`src/rtl/pipe_mux_pkg.sv`:
```
// Shared types and defaults for the pipelined N-way lane selector.
package pipe_mux_pkg;

  typedef enum logic [1:0] {
    EMPTY = 2'd0,
    ONE   = 2'd1,
    TWO   = 2'd2
  } state_e;

  localparam int DEFAULT_WIDTH = 32;
  localparam int DEFAULT_N_IN  = 4;

endpackage

```
`src/rtl/pipe_mux_n_mux.sv`:
```
// Combinational N-way lane selector; out-of-range selects yield zero with o_hit low.
module mux_n
  import pipe_mux_pkg::*;
#(
  parameter  int WIDTH = DEFAULT_WIDTH,
  parameter  int N_IN  = DEFAULT_N_IN,
  localparam int SEL_W = $clog2(N_IN)
) (
  input  logic [N_IN*WIDTH-1:0] i_data,
  input  logic [SEL_W-1:0]      i_sel,
  output logic [WIDTH-1:0]      o_data,
  output logic                  o_hit
);

  always_comb begin
    o_data = '0;
    o_hit  = 1'b0;
    for (int unsigned k = 0; k < N_IN; k++) begin
      if (i_sel == SEL_W'(k)) begin
        o_data = i_data[k*WIDTH +: WIDTH];
        o_hit  = 1'b1;
      end
    end
  end

endmodule

```
`src/rtl/pipe_mux_n.sv`:
```
// Lane selector feeding a two-entry (head + skid) FIFO with valid/ready handshakes.
module pipe_mux_n
  import pipe_mux_pkg::*;
#(
  parameter  int WIDTH = DEFAULT_WIDTH,
  parameter  int N_IN  = DEFAULT_N_IN,
  localparam int SEL_W = $clog2(N_IN)
) (
  input  logic                  clk,
  input  logic                  rst_n,
  input  logic                  flush,
  input  logic [N_IN*WIDTH-1:0] in_data,
  input  logic [SEL_W-1:0]      in_sel,
  input  logic                  in_valid,
  output logic                  in_ready,
  output logic [WIDTH-1:0]      out_data,
  output logic [SEL_W-1:0]      out_sel,
  output logic                  out_valid,
  input  logic                  out_ready,
  output logic                  sel_err
);

  state_e             r_state;
  logic [WIDTH-1:0]   r_head_data;
  logic [SEL_W-1:0]   r_head_sel;
  logic [WIDTH-1:0]   r_skid_data;
  logic [SEL_W-1:0]   r_skid_sel;
  logic               r_in_ready;
  logic               r_out_valid;
  logic               r_sel_err;

  logic [WIDTH-1:0]   w_lane;
  logic               w_hit;
  logic               w_accept;
  logic               w_pop;

  mux_n #(
    .WIDTH (WIDTH),
    .N_IN  (N_IN)
  ) u_mux (
    .i_data (in_data),
    .i_sel  (in_sel),
    .o_data (w_lane),
    .o_hit  (w_hit)
  );

  assign w_accept = in_valid && r_in_ready && !flush;
  assign w_pop    = r_out_valid && out_ready && !flush;

  always_ff @(posedge clk) begin
    if (!rst_n) begin
      r_state     <= EMPTY;
      r_head_data <= '0;
      r_head_sel  <= '0;
      r_skid_data <= '0;
      r_skid_sel  <= '0;
      r_in_ready  <= 1'b0;
      r_out_valid <= 1'b0;
      r_sel_err   <= 1'b0;
    end else begin
      r_sel_err <= w_accept && !w_hit;
      if (flush) begin
        r_state     <= EMPTY;
        r_in_ready  <= 1'b1;
        r_out_valid <= 1'b0;
      end else begin
        case (r_state)
          EMPTY: begin
            r_in_ready <= 1'b1;
            if (w_accept) begin
              r_head_data <= w_lane;
              r_head_sel  <= in_sel;
              r_state     <= ONE;
              r_out_valid <= 1'b1;
            end
          end
          ONE: begin
            if (w_accept && w_pop) begin
              r_head_data <= w_lane;
              r_head_sel  <= in_sel;
            end else if (w_accept) begin
              r_skid_data <= w_lane;
              r_skid_sel  <= in_sel;
              r_state     <= TWO;
              r_in_ready  <= 1'b0;
            end else if (w_pop) begin
              r_state     <= EMPTY;
              r_out_valid <= 1'b0;
            end
          end
          TWO: begin
            // in_ready is low here, so the only possible event is a pop.
            if (w_pop) begin
              r_head_data <= r_skid_data;
              r_head_sel  <= r_skid_sel;
              r_state     <= ONE;
              r_in_ready  <= 1'b1;
            end
          end
          default: begin
            r_state     <= EMPTY;
            r_in_ready  <= 1'b1;
            r_out_valid <= 1'b0;
          end
        endcase
      end
    end
  end

  assign in_ready  = r_in_ready;
  assign out_data  = r_head_data;
  assign out_sel   = r_head_sel;
  assign out_valid = r_out_valid;
  assign sel_err   = r_sel_err;

endmodule

```
`config.mk`:
```
export PLATFORM = sky130hd
export DESIGN_NAME = pipe_mux_n
export DESIGN_NICKNAME = d
export VERILOG_FILES = /design/src/rtl/pipe_mux_pkg.sv /design/src/rtl/pipe_mux_n_mux.sv /design/src/rtl/pipe_mux_n.sv
export SDC_FILE = /design/constraint.sdc
export NUM_CORES = 1
export LEC_CHECK = 0
export CORE_ASPECT_RATIO = 1.75
export CORE_MARGIN = 1
export CORE_UTILIZATION = 44
export DETAILED_ROUTE_END_ITERATION = 12
export PLACE_DENSITY = 0.82
export SLEW_MARGIN = 20
export SYNTH_ARGS = -nofsm -noshare
export SYNTH_HDL_FRONTEND = slang
export SYNTH_SLANG_ARGS = --single-unit
```
`constraint.sdc`:
```
create_clock -name clk -period 1.9 [get_ports clk]
set_input_delay 0.475 -clock clk [delete_from_list [all_inputs] [get_ports clk]]
set_output_delay 0.475 -clock clk [all_outputs]
set_load 0.005 [all_outputs]
```
* After elaboration in Yosys (flattened, before gate mapping)
Index checks and enable logic that the tools add are counted.
** Cells by class
- $add $sub $neg :: 0
- $mul :: 0
- Div/mod/pow operators :: 0
- Order comparisons :: 0
- Equal/unequal tests :: 15
- Shift-type cells :: 0
- Multiplexer cells :: 32
- Bitwise logic cells :: 4
- Reductions and logical operators :: 17
** Operators by type and width (count)
- $mux 32 :: 7
- $pmux 32 s3 :: 1
- $mux 2 :: 8
- $mux 1 :: 12
- $ne 2x2->1 const B :: 6
- $ne 3x3->1 const B :: 4
- $pmux 2 s3 :: 2
- $reduce_and 5->1 :: 2
- $reduce_and 4->1 :: 2
- $eq 2x2->1 const B :: 3
- $logic_and 1x1->1 :: 6
- $eq 2x1->1 const B :: 2
- $logic_not 2->1 :: 2
- $not 1->1 :: 4
- $pmux 1 s3 :: 1
- $reduce_and 3->1 :: 1
- $reduce_bool 3->1 :: 1
- $logic_not 1->1 :: 2
- $pmux 1 s2 :: 1
- $reduce_or 2->1 :: 1
** Storage, ports and cells
- Register bits after elaboration :: 73
- Latch bits :: 0
- RAM bits :: 0
- Memory bits (read-only) :: 0
- Logic and storage cells :: 76
- Memories kept :: 0

* Logic depth before layout (Yosys ltp)
Gate-level depths: netlist of run 1.
- Depth after elaboration :: 7
- Depth in mapped cells :: 6
- Gate-level depth less buffers :: 4

* Cells and area by module
A second synthesis of run 1 with hierarchy kept.
** Second synthesis, totals
- Cell total of the unflattened synthesis :: 392
- Area total of the unflattened synthesis :: 4262.8 µm²
** By module, submodules not included
- pipe_mux_n :: instances 1, cells each 351, area each 3437.0 µm²
- mux_n :: instances 1, cells each 41, area each 825.8 µm²

* Worst setup path after synthesis of run 1
Ideal clock, no wire load.
- Kind :: input port to flip-flop
- Start :: input in_sel[1]
- End :: register r_skid_data[16]
- Library setup time :: 132 ps
- Data arrival time :: 1424 ps
- Required time :: 1768 ps
- Path slack :: 344 ps
- Stages on the path :: 5
- Cells stage by stage :: buf_4 > buf_2 > mux2_2 > o211ai_1 > a21oi_1
** On the way
- Longest elaborated chain between the ends :: 5
** RTL lines
- from (decl) :: RTL line pipe_mux_n.sv:13 : input logic [SEL_W-1:0] in_sel,
- $logic_not 2->1 :: RTL line pipe_mux_n_mux.sv:19 : if (i_sel == SEL_W'(k)) begin
- $mux 32 (3 in series) :: RTL line pipe_mux_n_mux.sv:19
- $mux 32 (*) :: RTL line pipe_mux_n_mux.sv:19
- to (signal assigned) :: RTL line pipe_mux_n.sv:82 : r_skid_data <= w_lane;
- to (decl) :: RTL line pipe_mux_n.sv:26 : logic [WIDTH-1:0] r_skid_data;
Mark *: on every way between the ends. The rest lies on a longest branch, timed or not.
A chain may end at the register's enable or synchronous reset.

* Worst setup path in the final report of run 1
- Start :: register r_in_ready, in the netlist in_ready
- End :: output in_ready
** RTL lines
- from (decl) :: RTL line pipe_mux_n.sv:28 : logic r_in_ready;
- from (signal assigned) :: RTL line pipe_mux_n.sv:57 : r_in_ready <= 1'b0;
- from (signal assigned) :: RTL line pipe_mux_n.sv:64 : r_in_ready <= 1'b1;
- from (signal assigned) :: RTL line pipe_mux_n.sv:69 : r_in_ready <= 1'b1;
- to (decl) :: RTL line pipe_mux_n.sv:15 : output logic in_ready,
No word-level cell between the ends.

==> results of run 1 <==
## stage by stage
step                instance area (um2)  setup TNS [ps]
floorplan                          4180               0
global placement                   6110           -9780
detailed placement                 6110          -13260
CTS                                6390               0
global route                       6390               0
finish                             6390               0
## cells by family after synthesis
kind of cell | after synthesis | synth area share (%)
and+or+nand+nor | 156 | 16.0
muxes | 65 | 16.5
AOI/OAI and AO/OA | 143 | 26.7
other | 1 | 0.0897
DFF | 73 | 34.9
buffers and inverters | 46 | 5.77
## cells in the final DEF, fill, tap and decap left out, drive strengths merged, types with 2 or more instances in the layout
cell type and instances:
clkbuf 11, a21oi 37, a21boi 2, buf 32, inv 4, clkdlybuf4s50 169
nand2b 3, a311oi 2, o31ai 31, o211ai 32, dfxtp 73, mux2 32
nor2 35, nand3 2, mux2i 33, o22ai 32, nand2 109
## final timing paths
kind	depth (start not counted)	end	slack (ps)
setup / recovery	1	in_ready	70
setup reg to reg	5	out_data[6]	340
hold / removal	2	r_skid_data[22]	450
hold reg to reg	2	r_skid_data[22]	450
## power by group
part	switching, mW	total [mW]	internal, mW	leakage (nW)
logic	0.309	0.801	0.492	1.74
clock network	0.569	1.59	1.02	0.133
registers	0.0230	1.59	1.57	0.591
total	0.901	3.99	3.08	2.46
## area by class of cell
| type | count | area [um2] |
|---|---|---|
| Clock inverter | 1 | 30.0 |
| Clock buffer | 11 | 243 |
| Sequential cell | 73 | 1460 |
| Inverter | 4 | 15.0 |
| Timing Repair Buffer | 201 | 2000 |
| Fill cell | 679 | 2770 |
| Multi-Input combinational cell | 365 | 2480 |
| Tap cell | 120 | 150 |
## registers in the layout, indices dropped and copies added (netlist names)
| name | count |
|---|---|
| out_valid | 1 |
| r_skid_sel | 2 |
| in_ready | 1 |
| sel_err | 1 |
| out_data | 32 |
| out_sel | 2 |
| r_state | 2 |
| r_skid_data | 32 |
## layer usage
metal / part of all wire [%] / vias up / GRT usage (%) / wire (um)
met5: 0 / - / 0 / 0
met4: 3.0 / 0 / 14.2 / 380
met3: 5.3 / 32 / 4.83 / 677
met2: 56 / 182 / 48.9 / 7110
met1: 36 / 2029 / 26.4 / 4550
li1: - / 2089 / - / -
==> results.toml, run 1 <==
[run_status]
status = "complete, no violations"

[grt]
grt_pass1_vias = 4313
groute.usage.overall_pct = 26.2
grt_overflow_total = 0
grt_pass1_wl_um = 19500
antenna_found_initial = 0
grt_start_max_net_pins = 33

[setup_path]
regToRegStartpoint = "r_state[1]"
critPathRequiredTime_ps = 1420
path_delay_family = "buffers and inverters"
crit_path_cell_trace = "clkdlybuf4s50_1"
path_buf_inv = 1
cp.arrival_ps = 1360
start_kind = "flop"
crit_slowest_cell = "clkdlybuf4s50_1"
crit_fanout = 4
timing.critical_path.from = "in_ready"
endpoint_kind = "output port"
critPathKind = "reg -> out"
cp_slowest_stage_delay_ps = 570

[floorplan]
io_pins = 172
std_cell_rows = 46
die_h_um = 131
die_w_um = 75.7
dieArea_mm2 = 0.00992
core_mm2 = 0.00915
start_util_pct = 45.7

[sta]
timing.hold.ws_ps = 450
hold_violations = 0
final.min_clock_period_ps = 1830
max_freq_mhz = 546
postLayoutSetupSlackWorst_ps = 69.5
fin_crit_sh_pct = 96.3
worst_clock_skew_ps = 5.83
setup_viol = 0
rsz0062_at_grt = "false"
slew_viol_final = 0

[clock_network]
numCtsBuffers = 9
cts_sinks = 73
clkLatencyLatePin_ps = 330
cts_tree = "built"
clockBufferDepth = 2
clk_pin_slew_ps = 50
cts-resized-gates = 0
cts_max_level = 3
postCtsHoldBufs = 0
post-cts-setup-buffers = 0
cts-root-buf = "clkbuf_16"

[synth]
synthCells = 484
synth_most_common_cell = "nand2_1"
synth-async-reset-ratio_pct = 0
ys_seq_area_share_pct = 34.9
synth_area_mm2 = 0.00418
synth_top_area_cell = "dfxtp_1"
avgSynthCellArea_um2 = 8.64
synth_common_cells = "108 x nand2_1, 73 x dfxtp_1, 36 x a21oi_1, 35 x nor2_1, 33 x mux2i_1"
synthTopCellsByArea = "dfxtp_1 35%, nand2_1 9.7%, o31ai_2 8.7%"
synth_top_area_share_pct = 34.9
yosysWarnings = 0
synthFlopType = "dfxtp_1"
yosys_register_bits = 73
synth.distinct_cells = 40
synth-edff-count = 0
postSynthNetCount = 619

[pwr]
power.density_mw_per_mm2 = 624
total_power_mw = 3.99
p_leak_nw = 2.46
vdd_drop_max_uv = 486

[job]
drv_cap = 0

[worst_hold_path]
hp-class = "reg -> reg"
hp-start = "r_skid_data[22]"

[route]
vias_per_cell = 5.59
wire_per_inst_um = 16.4
drt_first_iter_violations = 230
remaining_drc_errors = 0
vias = 4332
drtPass1Iterations = 5
antenna_left = 0
drt_wl_total_um = 12700

[placement]
dpl.hpwl_um = 9420
dpl.cell_count = 763
port_buffers = 171
pre_cts_ws_ps = -241
place.gp.congestion = 0.807

[layout]
final_nets = 789
syn2layout_area_growth_pct = 52.7
finish.utilization_pct = 69.8
final_cells = 775
drive_gt1_share_pct = 17.4
n_antenna_cell = 0
No activity file was read; power rests on OpenSTA's default activity.
==> run 2, diff against run 1 <==
Settings changed: CORE_UTILIZATION 44 to 45, CTS_BUF_LIST from default to sky130_fd_sc_hd__clkbuf_8, PLACE_DENSITY 0.82 to 0.83, TNS_END_PERCENT from default to 5.
==> results.toml, run 2 (same netlist as run 1, synthesis figures left out) <==
[run_status]
status = "complete, no violations"

[setup_path]
critical_path_depth = 1
worst_r2r_path_depth = 5
cp.arrival_ps = 1350
critPathKind = "reg -> out"
start_kind = "flop"
crit_fanout = 7
path_delay_family = "buffers and inverters"
cp_slowest_stage_delay_ps = 540
endpoint_kind = "output port"
path_buf_inv = 1
crit_path_cell_trace = "clkdlybuf4s50_1"
critPathRequiredTime_ps = 1420
crit_slowest_cell = "clkdlybuf4s50_1"

[route]
drt_wl_total_um = 13000
antenna_left = 0
wire_per_inst_um = 16.7
vias = 4345
remaining_drc_errors = 0
vias_per_cell = 5.61
drtPass1Iterations = 4
drt_first_iter_violations = 297

[floorplan]
die_w_um = 74.9
core_mm2 = 0.00904
std_cell_rows = 46
dieArea_mm2 = 0.00970
start_util_pct = 46.3
io_pins = 172
die_h_um = 130

[placement]
port_buffers = 171
dpl.cell_count = 760
place.gp.congestion = 0.817
dpl.hpwl_um = 9620

[clock_network]
numCtsBuffers = 9
post-cts-setup-buffers = 0
clkLatencyLatePin_ps = 360
cts-resized-gates = 0
cts_sinks = 73
cts_tree = "built"
cts_max_level = 3
clk_pin_slew_ps = 70
postCtsHoldBufs = 0
clockBufferDepth = 2
cts-root-buf = "clkbuf_8"

[sta]
setup_viol = 0
fin_crit_sh_pct = 95.8
hold_violations = 0
timing.hold.ws_ps = 452
rsz0062_at_grt = "false"
max_freq_mhz = 549
slew_viol_final = 0
final.min_clock_period_ps = 1820
worst_clock_skew_ps = 4.52

[worst_hold_path]
whs_path_depth = 2
hp-class = "reg -> reg"

[pwr]
vdd_drop_max_uv = 482
p_leak_nw = 2.44
power.density_mw_per_mm2 = 559

[grt]
antenna_found_initial = 0
grt_start_max_net_pins = 36
grt_overflow_total = 0
grt_pass1_wl_um = 20300
groute.usage.overall_pct = 27.6
grt_pass1_vias = 4494

[layout]
finish.utilization_pct = 70.1
final_cells = 775
syn2layout_area_growth_pct = 51.5
final_common_cell = "clkdlybuf4s50_1"
final_nets = 786
drive_gt1_share_pct = 17.7
final_cell_mix = "169 x clkdlybuf4s50_1, 108 x nand2_1, 72 x dfxtp_1"
n_antenna_cell = 0

[job]
drv_cap = 0
[run 2: cell types whose count changed in the layout (fill, tap and decap cells not counted), sizes merged]
cell	previous run	this run
clkbuf	11	12
clkinv	0	1
buf	32	29
clkinvlp	0	1
inv	4	5
bufinv	1	0
[run 2: path summary, 6_finish.rpt]
kind / slack (ps) / endpoint / start
worst max-delay path: 80 / out_valid / out_valid
worst min-delay path: 450 / r_skid_data[28] / r_skid_data[28]
worst max register to register: 260 / out_data[16] / r_state[1]
worst min register to register: 450 / r_skid_data[28] / r_skid_data[28]
[run 2: worst register-to-register path, cell delays in order, from the launching register on]
cell and delay, ps:
dfxtp_1 510, nand4b_1 250, o22ai_4 230, nand2_4 100
buf_12 190, o31ai_1 260
[run 2: through the flow]
step | cell area, um2 | setup WS, ps | TNS, ps | power, mW
after floorplan | 4180 | 344 | 0 | 1.97
after global placement | 6160 | -179 | -10350 | 2.41
after detailed placement | 6160 | -259 | -13340 | 2.44
after CTS | 6340 | 26.0 | 0 | 3.56
after global routing | 6340 | 7.76 | 0 | 3.66
final | 6340 | 79.2 | 0 | 3.54
[run 2: area by class of cell]
cell class / instances / area [um2]
Clock buffer: 12 / 165
Clock inverter: 3 / 16.3
Fill cell: 719 / 2700
Inverter: 4 / 15.0
Multi-Input combinational cell: 365 / 2480
Sequential cell: 73 / 1460
Tap cell: 120 / 150
Timing Repair Buffer: 198 / 2040
[run 2: power by group]
part / leakage, nW / internal, mW / switching (mW) / total, mW
Sequential: 0.592 / 1.57 / 0.0228 / 1.59
Clock: 0.0957 / 0.567 / 0.572 / 1.14
Combinational: 1.75 / 0.498 / 0.314 / 0.812
[run 2: metal layers]
| layer | wire length, um | GRT usage [%] |
|---|---|---|
| met1 | 4620 | 27.8 |
| met2 | 7300 | 52.1 |
| met3 | 661 | 4.59 |
| met4 | 387 | 13.9 |
| met5 | 0 | 0 |
